$ cat src/rtl/pc_pkg.sv
// Shared definitions for the program-counter unit: widths, FSM states, next-PC source codes.
// Also holds the fetch-handshake helper used by the FSM and the instr_valid register.
package pc_pkg;

  localparam int DEF_DATA_WIDTH = 32;
  localparam int DEF_PC_WIDTH   = DEF_DATA_WIDTH / 2;

  typedef enum logic [1:0] {
    ST_IDLE  = 2'd0,
    ST_FETCH = 2'd1,
    ST_EXEC  = 2'd2,
    ST_ERR   = 2'd3
  } pcState_t;

  localparam logic [1:0] PC_INC  = 2'b00;
  localparam logic [1:0] PC_ALU  = 2'b01;
  localparam logic [1:0] PC_JUMP = 2'b10;
  localparam logic [1:0] PC_HOLD = 2'b11;

  // A fetch completes on the FETCH cycle that sees the memory acknowledge.
  function automatic logic fetchDone(input pcState_t s, input logic ack);
    return (s == ST_FETCH) && ack;
  endfunction

endpackage

$ cat src/rtl/pc_unit_if.sv
// Control and instruction-fetch signal bundle between the sequencer and pc_unit.
// The sequencer side drives the control inputs and the memory acknowledge.
interface pc_unit_if
  import pc_pkg::*;
#(
  parameter int DATA_WIDTH = DEF_DATA_WIDTH,
  parameter int PC_WIDTH   = DATA_WIDTH / 2
);

  logic                  start;
  logic                  pc_write;
  logic [1:0]            pc_src;
  logic [DATA_WIDTH-1:0] alu_result;
  logic [PC_WIDTH-1:0]   jump_target;
  logic                  imem_ack;
  logic                  imem_req;
  logic [PC_WIDTH-1:0]   imem_addr;
  logic [PC_WIDTH-1:0]   pc_out;
  logic                  instr_valid;
  logic                  addr_err;

  modport master (
    output start, pc_write, pc_src, alu_result, jump_target, imem_ack,
    input  imem_req, imem_addr, pc_out, instr_valid, addr_err
  );

  modport slave (
    input  start, pc_write, pc_src, alu_result, jump_target, imem_ack,
    output imem_req, imem_addr, pc_out, instr_valid, addr_err
  );

endinterface

$ cat src/rtl/pc_next_logic.sv
// Combinational next-PC selector with the ALU-target range check.
// range_err flags an ALU branch target whose upper bits do not fit in the PC.
module pc_next_logic
  import pc_pkg::*;
#(
  parameter int DATA_WIDTH = DEF_DATA_WIDTH,
  parameter int PC_WIDTH   = DEF_PC_WIDTH
) (
  input  logic [PC_WIDTH-1:0]   pcCur,
  input  logic [1:0]            pcSrc,
  input  logic [DATA_WIDTH-1:0] aluResult,
  input  logic [PC_WIDTH-1:0]   jumpTarget,
  output logic [PC_WIDTH-1:0]   next_pc,
  output logic                  range_err
);

  logic upperBits;

  generate
    if (DATA_WIDTH > PC_WIDTH) begin : gUpper
      assign upperBits = |aluResult[DATA_WIDTH-1:PC_WIDTH];
    end else begin : gNoUpper
      assign upperBits = 1'b0;
    end
  endgenerate

  always_comb begin
    next_pc = pcCur;
    unique case (pcSrc)
      PC_INC:  next_pc = pcCur + PC_WIDTH'(1);
      PC_ALU:  next_pc = aluResult[PC_WIDTH-1:0];
      PC_JUMP: next_pc = jumpTarget;
      PC_HOLD: next_pc = pcCur;
      default: next_pc = pcCur;
    endcase
  end

  assign range_err = (pcSrc == PC_ALU) && upperBits;

endmodule

$ cat src/rtl/pc_unit.sv
// Program-counter unit: IDLE/FETCH/EXEC/ERR sequencer, PC register and fetch handshake.
// The fetch address is the PC itself; an out-of-range ALU target parks the unit in ERR.
module pc_unit
  import pc_pkg::*;
#(
  parameter int                  DATA_WIDTH = DEF_DATA_WIDTH,
  parameter int                  PC_WIDTH   = DATA_WIDTH / 2,
  parameter logic [PC_WIDTH-1:0] RESET_PC   = PC_WIDTH'(16'h0000)
) (
  input  logic       clk,
  input  logic       rst_n,
  pc_unit_if.slave   bus
);

  pcState_t            state;
  pcState_t            stateNext;
  logic [PC_WIDTH-1:0] pcReg;
  logic [PC_WIDTH-1:0] nextPc;
  logic                rangeErr;
  logic                pcLoad;
  logic                errSet;
  logic                instrValid;
  logic                addrErr;

  pc_next_logic #(
    .DATA_WIDTH (DATA_WIDTH),
    .PC_WIDTH   (PC_WIDTH)
  ) uNextLogic (
    .pcCur      (pcReg),
    .pcSrc      (bus.pc_src),
    .aluResult  (bus.alu_result),
    .jumpTarget (bus.jump_target),
    .next_pc    (nextPc),
    .range_err  (rangeErr)
  );

  always_ff @(posedge clk or negedge rst_n) begin
    if (!rst_n) begin
      state <= ST_IDLE;
    end else begin
      state <= stateNext;
    end
  end

  // start, pc_write and imem_ack only matter in the state that consumes them.
  always_comb begin
    stateNext = state;
    pcLoad    = 1'b0;
    errSet    = 1'b0;
    unique case (state)
      ST_IDLE: begin
        if (bus.start) stateNext = ST_FETCH;
      end
      ST_FETCH: begin
        if (fetchDone(state, bus.imem_ack)) stateNext = ST_EXEC;
      end
      ST_EXEC: begin
        if (bus.pc_write) begin
          if (rangeErr) begin
            errSet    = 1'b1;
            stateNext = ST_ERR;
          end else begin
            pcLoad    = 1'b1;
            stateNext = ST_FETCH;
          end
        end
      end
      ST_ERR: begin
        stateNext = ST_ERR;
      end
      default: begin
        stateNext = ST_IDLE;
      end
    endcase
  end

  always_ff @(posedge clk or negedge rst_n) begin
    if (!rst_n) begin
      pcReg      <= RESET_PC;
      instrValid <= 1'b0;
      addrErr    <= 1'b0;
    end else begin
      instrValid <= fetchDone(state, bus.imem_ack);
      if (pcLoad) pcReg <= nextPc;
      if (errSet) addrErr <= 1'b1;
    end
  end

  assign bus.imem_req    = (state == ST_FETCH);
  assign bus.imem_addr   = pcReg;
  assign bus.pc_out      = pcReg;
  assign bus.instr_valid = instrValid;
  assign bus.addr_err    = addrErr;

endmodule

$ cat src/flat_wrapper.sv
// flat-port wrapper written by rule: the top's interface ports become plain ports
module pc_unit_flat import pc_pkg::*;
#(
  parameter int                  DATA_WIDTH = DEF_DATA_WIDTH,
  parameter int                  PC_WIDTH   = DATA_WIDTH / 2,
  parameter logic [PC_WIDTH-1:0] RESET_PC   = PC_WIDTH'(16'h0000)
)
  (clk, rst_n, bus_start, bus_pc_write, bus_pc_src, bus_alu_result, bus_jump_target, bus_imem_ack, bus_imem_req, bus_imem_addr, bus_pc_out, bus_instr_valid, bus_addr_err);
  pc_unit_if #(.DATA_WIDTH(DATA_WIDTH), .PC_WIDTH(PC_WIDTH)) bus_i ();
  input  logic clk;
  input  logic rst_n;
  input wire logic [$bits(bus_i.start)-1:0] bus_start;
  input wire logic [$bits(bus_i.pc_write)-1:0] bus_pc_write;
  input wire logic [$bits(bus_i.pc_src)-1:0] bus_pc_src;
  input wire logic [$bits(bus_i.alu_result)-1:0] bus_alu_result;
  input wire logic [$bits(bus_i.jump_target)-1:0] bus_jump_target;
  input wire logic [$bits(bus_i.imem_ack)-1:0] bus_imem_ack;
  output wire logic [$bits(bus_i.imem_req)-1:0] bus_imem_req;
  output wire logic [$bits(bus_i.imem_addr)-1:0] bus_imem_addr;
  output wire logic [$bits(bus_i.pc_out)-1:0] bus_pc_out;
  output wire logic [$bits(bus_i.instr_valid)-1:0] bus_instr_valid;
  output wire logic [$bits(bus_i.addr_err)-1:0] bus_addr_err;
  assign bus_i.start = bus_start;
  assign bus_i.pc_write = bus_pc_write;
  assign bus_i.pc_src = bus_pc_src;
  assign bus_i.alu_result = bus_alu_result;
  assign bus_i.jump_target = bus_jump_target;
  assign bus_i.imem_ack = bus_imem_ack;
  assign bus_imem_req = bus_i.imem_req;
  assign bus_imem_addr = bus_i.imem_addr;
  assign bus_pc_out = bus_i.pc_out;
  assign bus_instr_valid = bus_i.instr_valid;
  assign bus_addr_err = bus_i.addr_err;
  pc_unit #(.DATA_WIDTH(DATA_WIDTH), .PC_WIDTH(PC_WIDTH), .RESET_PC(RESET_PC)) u_core (.clk(clk), .rst_n(rst_n), .bus(bus_i));
endmodule
$ cat config.mk
export PLATFORM = sky130hd
export DESIGN_NAME = pc_unit_flat
export DESIGN_NICKNAME = d
export VERILOG_FILES = /design/src/rtl/pc_pkg.sv /design/src/rtl/pc_unit_if.sv /design/src/rtl/pc_next_logic.sv /design/src/rtl/pc_unit.sv /design/src/flat_wrapper.sv
export SDC_FILE = /design/constraint.sdc
export NUM_CORES = 1
export LEC_CHECK = 0
export ABC_AREA = 0
export CELL_PAD_IN_SITES_DETAIL_PLACEMENT = 1
export CELL_PAD_IN_SITES_GLOBAL_PLACEMENT = 1
export CORE_MARGIN = 8
export CORE_UTILIZATION = 32
export CTS_CLUSTER_SIZE = 25
export DETAILED_ROUTE_END_ITERATION = 6
export PLACE_DENSITY_LB_ADDON = 0.25
export SYNTH_ARGS = -nofsm -noshare
export SYNTH_HDL_FRONTEND = slang
export SYNTH_HIERARCHICAL = 1
export SYNTH_SLANG_ARGS = --single-unit
$ cat constraint.sdc
create_clock -name clk -period 3.59 [get_ports clk]
set_clock_uncertainty 0.15 [all_clocks]
set_input_delay 0.359 -clock clk [delete_from_list [all_inputs] [get_ports clk]]
set_output_delay 0.359 -clock clk [all_outputs]
set_load 0.05 [all_outputs]
==> metrics.csv <==
stage;metric;value;unit
run_status;status;finished, final reports clean;
synthesis;Mapped Nets;206;
min_path;Hold Path Class;register to register;
synthesis;post-synthesis sequential area ratio;0.289;
synthesis;ranking of synthesized cells by area;dfrtp_1, mux4_2, mux2_4;
final_layout;Ant. Diodes;0;
critical_path;CP Data Arrival Time;2.48;ns
floorplanning;# IOs;90;
sta;Worst-Margin Slew;1.02;ns
global_routing;largest net degree at the start of global routing;26;
routing;via count;1475;
placement;worst slack, placed;0.961;ns
critical_path;Crit-path slowest cell;mux4_2;
critical_path;CP Class;register to register;
sta;setup ws final;1.10;ns
synthesis;Avg Inst Size Synth;11.5;sq um
sta;endpoints failing hold;0;
clock_network;htree depth;1;
pwr;Peak VDD IR;0.000408;V
synthesis;count leader, synth;dfrtp_1;
synthesis;EDFF count, synth;0;
floorplanning;# rows;26;
clock_network;cts repair resizes;0;
clock_network;Clock Sink Count;20;
pwr;Pwr per Cell Area;894;nW/um^2
sta;post-layout min period;2.49;ns
sta;f_max;0.402;GHz
sta;final setup vio count;0;
clock_network;CTS root buf;clkbuf_8;
floorplanning;Core Area;5170;sq um
floorplanning;Die X;89.5;um
synthesis;Top FF cell, synth;dfrtp_1;
critical_path;critical path peak fanout;8;
clock_network;hold buffers post-CTS;0;
global_routing;GR Util All Layers;0.143;
placement;Port Buffer Count;89;
clock_network;clk slew on worst S/H paths;0.08;ns
clock_network;Clock Latency Late Sink;0.26;ns
synthesis;Cell Area, Synth;1730;sq um
routing;number of iterations in the first detailed-routing pass;4;
synthesis;Syn Inst Count;150;
routing;DRC violations left;0;
clock_network;CTS Buffer Depth;2;
routing;WL/cell;19.4;um
synthesis;synth warn;6;
flow_run;Max-Cap Viols;0;
critical_path;Critical Path Max Stage Delay;0.48;ns
final_layout;area grow syn2layout;48.0;%
pwr;P_leak;0.000981;uW
synthesis;area leader, netlist;dfrtp_1;
synthesis;top cell type's share of synthesized area;0.289;
clock_network;CTS tree;yes;
floorplanning;DIE AREA;8020;sq um
floorplanning;die height;89.5;um
synthesis;ys async rst share;1.00;
synthesis;FF+latch count, synth;20;
global_routing;first-pass GRT wire length;8700;um
critical_path;worst endpoint required time;3.59;ns
routing;DR iter-0 viols;59;
final_layout;filler cell count;558;
routing;drt total wl;5630;um
critical_path;Startpoint Class;register;
sta;headroom to the max-slew limit;0.320;
sta;Final Max Tran Viols;0;
global_routing;initial antenna violation count;0;
synthesis;top post-synthesis cells by count;dfrtp_1, buf_4, mux4_2, mux2_4;
clock_network;Post-CTS Setup Inserts;0;
synthesis;post-synth cell types;39;
global_routing;vias in the first global route;1679;
routing;drt via density;5.07;
routing;Antenna Violating Nets Remaining;0;
placement;RD Place Congestion;0.816;
final_layout;layout cells sized above 1;0.167;
placement;Detailed Place HPWL;4550;um
sta;final period utilization;0.693;
floorplanning;Initial Util;0.335;
global_routing;grt ovf;0;
sta;setup TNS;0;ns
clock_network;cts bufs inserted;3;
sta;RSZ-0062 raised after global routing;false;
critical_path;crit-path cells;ha_1 > nand3_1 > nor4_1 > xor2_1 > mux4_2 > mux2_4;
critical_path;CP endpoint kind;register;
final_layout;nets;279;
-- per-layer routing --
layer	GRT usage	vias up	part of all wire
met5	0	-	0
met2	0.260	58	0.52
met4	0.0393	0	0.0085
met3	0.0404	4	0.073
li1	-	687	-
met1	0.157	726	0.40
-- power by group --
part / total, uW / internal [uW] / switching, uW
sequential: 548 / 332 / 216
combinational: 1590 / 643 / 943
clock: 155 / 74.9 / 80.2
-- state kept, by name, indices dropped and copies added, names as in the netlist --
| signal | count |
|---|---|
| u_core/bus.imem_addr | 16 |
| u_core/bus.addr_err | 1 |
| u_core/bus.instr_valid | 1 |
| u_core/state | 2 |
-- layout by cell type (no fill, tap or decap), types with 2 or more instances in the layout --
master and count:
nor2b_1 2, and2_1 2, nor4_1 6, mux4_2 12, nand3_1 6, dfrtp_1 20
o21ai_0 4, xnor2_1 5, buf_4 3, nand2_1 5, a21oi_1 3, xor2_1 7
clkbuf_8 3, clkdlybuf4s50_1 89, inv_1 5, nand4_1 3, mux2_4 10, nor3_1 5
mux2_2 6, nor2_1 7, mux2i_1 2
-- worst max-delay path, delay by kind of cell (launching register included) --
family	cells	cell delay [ns]
mux	2	0.75
simple gates	2	0.59
flops	1	0.47
fa+ha+maj	1	0.28
xor+xnor	1	0.13
-- final timing paths --
path                                         start                        to  slack, ns  cells past startpoint
setup reg to reg           u_core/bus.imem_addr[0]  u_core/bus.imem_addr[14]       1.10                      6
hold reg to reg                u_core/bus.addr_err       u_core/bus.addr_err       0.33                      1
min in group asynchronous                    rst_n       u_core/bus.addr_err       0.50                      1
hold / removal                 u_core/bus.addr_err       u_core/bus.addr_err       0.33                      1
max in group asynchronous                    rst_n  u_core/bus.imem_addr[13]       2.18                      1
setup / recovery           u_core/bus.imem_addr[0]  u_core/bus.imem_addr[14]       1.10                      6
-- area by class of cell --
| type | instances | area, sq um | area share |
|---|---|---|---|
| clock buffer | 3 | 41.3 | 0.0161 |
| sequential | 20 | 500 | 0.195 |
| inverter | 5 | 18.8 | 0.00733 |
| tap | 70 | 87.6 | 0.0342 |
| multi-input combinational | 101 | 1000 | 0.390 |
| timing repair buffer | 92 | 913 | 0.357 |
-- metrics by stage --
| stage | total power, uW | instance area (sq um) | hold WS [ns] | cells | util |
|---|---|---|---|---|---|
| 2_1_floorplan | 1720 | 1730 | -0.0866 | 150 | - |
| 3_3_place_gp | 2110 | 2520 | 0.310 | 288 | 0.487 |
| 3_5_place_dp | 2150 | 2520 | 0.319 | 288 | 0.487 |
| 4_1_cts | 2310 | 2560 | 0.339 | 291 | 0.495 |
| 5_1_grt | 2400 | 2560 | 0.380 | 291 | 0.495 |
| 6_report | 2290 | 2560 | 0.333 | 291 | 0.495 |
-- cells by family after synthesis --
kind of cell             count (synthesis)  share of synthesized area
AND/OR/NAND/NOR                         43                      0.145
adder cells (fa/ha/maj)                  1                    0.00723
flip-flops                              20                      0.289
AO/OA/AOI/OAI                           14                     0.0557
multiplexers                            31                      0.309
XOR/XNOR                                12                     0.0607
buffers and inverters                   29                      0.133
No activity file was read; power rests on OpenSTA's default activity.
